File: config.mk
export PLATFORM = sky130hd
export DESIGN_NAME = pipe_skid_stage
export DESIGN_NICKNAME = d
export VERILOG_FILES = /design/src/rtl/pipe_pkg.sv /design/src/rtl/pipe_skid_ctrl.sv /design/src/rtl/pipe_skid_stage.sv
export SDC_FILE = /design/constraint.sdc
export NUM_CORES = 1
export LEC_CHECK = 0
export ABC_AREA = 1
export CORE_ASPECT_RATIO = 1.1
export CORE_MARGIN = 5
export CORE_UTILIZATION = 45
export CTS_BUF_LIST = sky130_fd_sc_hd__clkbuf_2
export DETAILED_ROUTE_END_ITERATION = 12
export PLACE_DENSITY = 0.84
export SLEW_MARGIN = 5
export SYNTH_ARGS = -nofsm -noshare
export SYNTH_HDL_FRONTEND = slang
export SYNTH_SLANG_ARGS = --single-unit
File: constraint.sdc
create_clock -name clk -period 3.5 [get_ports clk]
set_input_delay 1.05 -clock clk [delete_from_list [all_inputs] [get_ports clk]]
set_output_delay 1.05 -clock clk [all_outputs]
set_load 0.02 [all_outputs]
File: src/rtl/pipe_pkg.sv
// Shared types for the two-entry skid pipeline stage.
package pipe_pkg;

    // Occupancy of the stage: nothing, main entry only, main plus skid entry.
    typedef enum logic [1:0] {
        EMPTY = 2'b00,
        BUSY  = 2'b01,
        FULL  = 2'b10
    } skid_state_t;

endpackage

File: src/rtl/pipe_skid_ctrl.sv
// Occupancy state machine for pipe_skid_stage.
// Produces the state plus main/skid register load enables and the main-input
// select (0 = InData, 1 = skid register).
module pipe_skid_ctrl
    import pipe_pkg::*;
(
    input  logic        clk,
    input  logic        reset_n,
    input  logic        InValid,
    input  logic        OutReady,
    input  logic        Flush,
    output skid_state_t state,
    output logic        main_ld,
    output logic        skid_ld,
    output logic        main_sel
);

    skid_state_t state_nxt;
    logic        in_fire;
    logic        out_fire;

    // State register; reset empties the stage immediately.
    always_ff @(posedge clk or negedge reset_n) begin
        if (!reset_n) begin
            state <= EMPTY;
        end else begin
            state <= state_nxt;
        end
    end

    // Next-state and register load decode.
    always_comb begin
        state_nxt = state;
        main_ld   = 1'b0;
        skid_ld   = 1'b0;
        main_sel  = 1'b0;
        in_fire   = InValid && (state != FULL);
        out_fire  = OutReady && (state != EMPTY);
        case (state)
            EMPTY: begin
                if (in_fire) begin
                    state_nxt = BUSY;
                    main_ld   = 1'b1;
                end
            end
            BUSY: begin
                if (in_fire && out_fire) begin
                    main_ld = 1'b1;
                end else if (in_fire) begin
                    state_nxt = FULL;
                    skid_ld   = 1'b1;
                end else if (out_fire) begin
                    state_nxt = EMPTY;
                end
            end
            FULL: begin
                if (out_fire) begin
                    state_nxt = BUSY;
                    main_ld   = 1'b1;
                    main_sel  = 1'b1;
                end
            end
            default: begin
                state_nxt = EMPTY;
            end
        endcase
        // Flush discards everything, including data accepted this cycle.
        if (Flush) begin
            state_nxt = EMPTY;
            main_ld   = 1'b0;
            skid_ld   = 1'b0;
        end
    end

endmodule

File: src/rtl/pipe_skid_stage.sv
// Two-entry valid/ready skid stage with registered InReady.
// LoadEn is the downstream flop enable (OutValid & OutReady).
// Optional macro PIPE_SKID_PERFCNT_EN adds the saturating StallCnt output.
module pipe_skid_stage
    import pipe_pkg::*;
#(
    parameter int unsigned WIDTH = 32,
    parameter int unsigned CNTW  = 16
) (
    input  logic             clk,
    input  logic             reset_n,
    input  logic             Flush,
    input  logic             InValid,
    output logic             InReady,
    input  logic [WIDTH-1:0] InData,
    output logic             OutValid,
    input  logic             OutReady,
    output logic [WIDTH-1:0] OutData,
    output logic             LoadEn
`ifdef PIPE_SKID_PERFCNT_EN
    ,
    output logic [CNTW-1:0]  StallCnt
`endif
);

    skid_state_t      state;
    logic             main_ld;
    logic             skid_ld;
    logic             main_sel;
    logic [WIDTH-1:0] main_q;
    logic [WIDTH-1:0] skid_q;

    pipe_skid_ctrl u_ctrl (
        .clk      (clk),
        .reset_n  (reset_n),
        .InValid  (InValid),
        .OutReady (OutReady),
        .Flush    (Flush),
        .state    (state),
        .main_ld  (main_ld),
        .skid_ld  (skid_ld),
        .main_sel (main_sel)
    );

    // Status outputs decoded from the state flop only.
    always_comb begin
        OutValid = (state != EMPTY);
        InReady  = (state != FULL);
        OutData  = main_q;
        LoadEn   = OutValid && OutReady;
    end

    // Payload registers (no reset); main refills from skid when draining FULL.
    always_ff @(posedge clk) begin
        if (main_ld) begin
            main_q <= main_sel ? skid_q : InData;
        end
        if (skid_ld) begin
            skid_q <= InData;
        end
    end

`ifdef PIPE_SKID_PERFCNT_EN
    // Saturating stall counter; only reset clears it.
    always_ff @(posedge clk or negedge reset_n) begin
        if (!reset_n) begin
            StallCnt <= '0;
        end else if (OutValid && !OutReady && (StallCnt != '1)) begin
            StallCnt <= StallCnt + CNTW'(1);
        end
    end
`else
    // CNTW only sizes the counter; keep it referenced when the counter is absent.
    logic [CNTW-1:0] unused_cntw;
    always_comb unused_cntw = '0;
`endif

endmodule

# Word level (Yosys, flattened, before mapping)
# Index checks and enable logic that the tools add are counted.
# word_totals
output_inout_bits	35
regBits	66
elab_cells	33
# op_classes
n_eq_ne	7
muxes	17
n_reduce_logical	6
# ops
operator	count
32-bit 2-to-1 mux	1
2-bit 2-to-1 mux	6
1-bit 2-to-1 mux	8
3-bit != test (second input constant)	2
2-bit one-hot mux with 3 select lines	1
4-bit by 3-bit != test with 1-bit output (second input constant)	1
4-bit AND reduction	1
1-bit logical AND	3
3-bit by 2-bit != test with 1-bit output (second input constant)	1
1-bit one-hot mux with 3 select lines	1
2-bit by 1-bit == test with 1-bit output (second input constant)	1
2-bit == test (second input constant)	1
2-bit logical NOT	1
2-bit != test (second input constant)	1
2-bit nonzero test	1

# Logic depth before layout (Yosys ltp)
# depth
ltp_word	7
depth_mapped	7
mapped_depth_nobuf	6

# Hierarchy
# From an unflattened synthesis, not the netlist that was laid out.
# unflattened
cells_unflattened	202
hier_area_um2	2611.3
# modules_own_cells
module	n_inst	area_each_um2	cells_per_inst
pipe_skid_stage	1	2436.1	174
pipe_skid_ctrl	1	175.2	28

# Worst setup path before layout
# OpenSTA, ideal clock, no wires.
# synth_path
path_kind	input port to flip-flop
start	input OutReady
end	register main_q[0], in the netlist OutData[0], enable pin
path_buffers	1
cell_stages	3
required_ps	3030
path_slack_ps	-608
setup_time_ps	470
arrival_ps	3637
cell_sequence	buf_4 nor2_1 a211oi_1
# synth_via
elab_chain_len	5
elab_cells_between_ends	6
# synth_rtl
element	line	text
start, declared	pipe_skid_stage.sv:17	input logic OutReady,
1-bit logical AND (*)	pipe_skid_ctrl.sv:38	out_fire = OutReady && (state != EMPTY);
1-bit logical AND	pipe_skid_ctrl.sv:47	if (in_fire && out_fire) begin
1-bit 2-to-1 mux	pipe_skid_ctrl.sv:47	
1-bit one-hot mux with 3 select lines (*)	pipe_skid_ctrl.sv:39	case (state)
1-bit 2-to-1 mux (*)	pipe_skid_ctrl.sv:68	if (Flush) begin
net main_ld	pipe_skid_stage.sv:27	logic main_ld;
end signal, assigned	pipe_skid_stage.sv:56	main_q <= main_sel ? skid_q : InData;
end, declared	pipe_skid_stage.sv:30	logic [WIDTH-1:0] main_q;
# Mark *: on every way through the listed nets, which the timed path passes. The rest lies on a longest branch.
# A chain may end at the register's enable or synchronous reset.

# Worst setup path after layout
# layout_path
start	input OutReady
end	output LoadEn
# layout_via
elab_chain_len	1
# layout_rtl
element	line	text
1-bit logical AND	pipe_skid_stage.sv:50	LoadEn = OutValid && OutReady;
end, declared	pipe_skid_stage.sv:19	output logic LoadEn
# No other way between the ends.

==> results.txt <==
----------------------------------------------------
[Clock tree]
  Post_cts resized ... 0
  Setup fix buffers added after clock tree synthesis ... 0
  Clock tree from TritonCTS ... built
  Number of buffers inserted during clock tree synthesis ... 9
  Root Buffer Master ... sky130_fd_sc_hd__clkbuf_2
  Number of levels in the clock H-tree ... 3
  Quantity of hold-fixing buffers added after cts ... 0
  Clock edge transition at the registers on the reported setup and hold paths ... 0.16 ns
  Total number of clock tree sinks ... 66
  Skew-Pair Late Insertion Delay ... 0.46 ns
  CTS max path bufs ... 2

[Detailed routing]
  Total number of vias ... ~1600
  Detail Route Antenna Nets ... 0
  Routed WL per cell ... 13.4 µm
  Drt first-iter violations ... 71
  Routed wire length ... 4890 µm
  DRC Markers ... 0
  Initial DRT Pass Iterations ... 4
  Mean number of vias per cell ... 4.49

[Run]
  Max-Cap Viols ... 0

[Finish]
  Layout filler cell count ... 494
  Count of nets after finishing ... 316
  Area growth from synthesis to final layout ... 33.1%
  Final non-filler cell area ... about 0.0037 mm²
  Antenna cells ... 0
  Ratio of cells with drive above 1 in the final layout ... between 30% and 40%

[Place]
  Placed inst area ... approximately 0.0036 mm²
  GPL Wtd Cong ... 0.699
  Port buffer count ... 71
  HPWL after DPL ... ~3500 µm

[Synthesis]
  FF+latch count, synth ... 66
  Post-synthesis instance total ... 199
  Syn nets ... about 240
  Synthesized area ... around 0.0028 mm²
  Avg Synthesized Cell Area ... 14.0 µm²
  Seq/Total Area, Yosys ... 70.7%
  Number of synthesis warnings ... 0
  Number of distinct library cells after synthesis ... 16

[Global route]
  GRT overflow ... 0
  Vias in the first global route ... 1721
  Routing usage on met3 ... 4.72%
  First-pass GRT wire length ... about 8000 µm
  Global-route met2 utilization ... between 20% and 30%
  Initial antenna violation count ... 0
  Largest net degree at the start of global routing ... 33
  Routing layer with the top usage in global route ... met2
  Aggregate global-route resource usage ... a little over an eighth
  Met1 track demand over resource in global routing ... 15.0%

[Critical path]
  Endpoint kind of the worst setup timing path ... primary output
  Slack of the worst reg-to-reg path ... roughly 1.8 ns
  Critical path's largest stage delay ... 0.63 ns
  Critical path class ... primary input to primary output
  Launch point of the worst reg-to-reg path ... u_ctrl.state[1]$_DFFE_PN0P_
  Maximum fanout along the worst path ... 2
  Crit-path most repeated cell ... sky130_fd_sc_hd__clkdlybuf4s50_1
  Worst Reg2Reg Path Length in Cells ... 3
  Source of the critical timing path ... OutReady
  Cell with the largest stage delay on the worst path ... sky130_fd_sc_hd__clkdlybuf4s50_1
  Critical Path AT ... 2.33 ns
  Endpoint required time on the critical path ... 2.45 ns
  Series of cell instances along the critical path ... clkdlybuf4s50_1, inv_1, nor2_1, clkdlybuf4s50_1
  R2r endpoint ... OutData[13]$_DFFE_PP_
  Startpoint types ... primary input

[Timing]
  Final setup violation count ... 0
  Final period util ... between 90% and 100%
  Minimum clock period ... 3.38 ns
  Max transition margin ... between 70% and 80%
  Slew @ Worst Pin ... 0.425 ns
  Final setup TNS ... 0 ns
  Hold violation count in the final report ... 0
  Post-route clock skew ... 0.0199 ns
  Setup repair after global routing missed its margin ... false
  Upper clock frequency limit ... 296 MHz
  Final Slew Violations ... 0

[Power and ir drop]
  Pwr Density ... 429 mW/mm²
  Maximum resistive drop on vdd ... ~0.00023 V
  Total leakage power ... 0.00143 µW

[Status]
  Result of the run ... complete, no violations

[Floorplan]
  Std cell rows ... 30
  Core ar. ... 0.00612 mm²
  Full die area ... 0.00787 mm²
  Io pins ... 72
  Die height ... 92.6 µm
  Die Span X ... 85.0 µm
  Starting utilization of the core area ... between 40% and 50%

[Hold path]
  End point of the worst hold path ... OutData[20]$_DFFE_PP_
  Number of instances on the worst hold path ... 2
  Hold_sp ... skid_q[20]$_DFFE_PP_
  Min-delay worst type ... flip-flop to flip-flop

----------------------------------------------------
-- registers in the layout, summed over array words and instances, names as in the netlist --
name / count
skid_q: 32
u_ctrl.state: 2
OutData: 32
-- cells by family (layout without fill, tap and decap cells) --
family | after synthesis | count (layout) | synth area share, %
AOI/OAI and AO/OA | 37 | 37 | 11.0
buffers and inverters | 45 | 130 | 8.08
DFF | 66 | 66 | 70.7
and+or+nand+nor | 51 | 51 | 10.1
-- placed cells by master (no fill, tap or decap), types with 4 or more instances in the layout --
master,synthesis,routed
sky130_fd_sc_hd__edfxtp_1,64,64
sky130_fd_sc_hd__nand2_2,28,28
sky130_fd_sc_hd__buf_4,1,4
sky130_fd_sc_hd__inv_1,35,35
sky130_fd_sc_hd__o21ai_2,32,32
sky130_fd_sc_hd__nor2_1,6,5
sky130_fd_sc_hd__nand2_1,14,14
sky130_fd_sc_hd__clkdlybuf4s50_1,0,71
sky130_fd_sc_hd__clkbuf_2,0,10
-- worst max path at each step --
stage                          endpoint  slack, ns  cells after the start
floorplan           skid_q[0]$_DFFE_PP_       0.40                      3
global placement                 LoadEn       0.14                      4
detailed placement               LoadEn       0.12                      4
CTS                              LoadEn       0.11                      4
global route                     LoadEn       0.04                      4
finish                           LoadEn       0.12                      4
-- cell usage after synthesis --
cell	n	area (µm²)
sky130_fd_sc_hd__nand2_2	28	175
sky130_fd_sc_hd__nand2_1	14	52.6
sky130_fd_sc_hd__buf_6	7	78.8
sky130_fd_sc_hd__o21ai_2	32	280
sky130_fd_sc_hd__buf_4	1	7.51
sky130_fd_sc_hd__dfrtp_1	2	50.1
sky130_fd_sc_hd__edfxtp_1	64	1920
sky130_fd_sc_hd__nand3_1	1	5.00
sky130_fd_sc_hd__nand3_4	1	17.5
sky130_fd_sc_hd__inv_1	35	131
sky130_fd_sc_hd__o21ai_1	2	10.0
sky130_fd_sc_hd__a21oi_1	2	10.0
sky130_fd_sc_hd__inv_2	2	7.51
sky130_fd_sc_hd__nor2_1	6	22.5
sky130_fd_sc_hd__nor3_2	1	10.0
sky130_fd_sc_hd__a211oi_1	1	7.51
-- layout make-up --
| type | count | area [µm²] | area share, % |
|---|---|---|---|
| timing repair buffer | 77 | 781 | 21.0 |
| multi-input combinational | 88 | 611 | 16.5 |
| clock inverter | 6 | 57.6 | 1.55 |
| clock buffer | 10 | 50.0 | 1.35 |
| tap | 80 | 100 | 2.70 |
| inverter | 37 | 139 | 3.74 |
| sequential | 66 | 1970 | 53.2 |
-- metal layers --
layer  part of all wire [%]  routed length, µm
met5                      0                  0
met4                    1.8                 87
met3                    6.3                307
met2                     51               2500
met1                     41               1990
-- power by group --
group | internal (µW) | switching, µW | leakage, µW
registers | 912 | 11.4 | 0.000614
clock network | 162 | 264 | 0.0000630
logic | 115 | 127 | 0.000756
-- through the flow --
step | utilization [%] | setup slack (ns) | cells | hold WS (ns) | power [µW]
3_3_place_gp | 58.9 | 0.144 | 348 | 0.551 | 1180
3_5_place_dp | 58.9 | 0.122 | 348 | 0.557 | 1190
5_1_grt | 60.6 | 0.0420 | 364 | 0.624 | 1670
2_1_floorplan | - | 0.405 | 199 | 0.549 | 1060
4_1_cts | 60.6 | 0.109 | 364 | 0.594 | 1610
6_report | 60.6 | 0.117 | 364 | 0.591 | 1590
-- critical path: cells and delay by family --
family / cells / cell delay [ns]
buf+inv: 3 / 1.14
simple gates: 1 / 0.14
(Power assumes the default switching activity.)
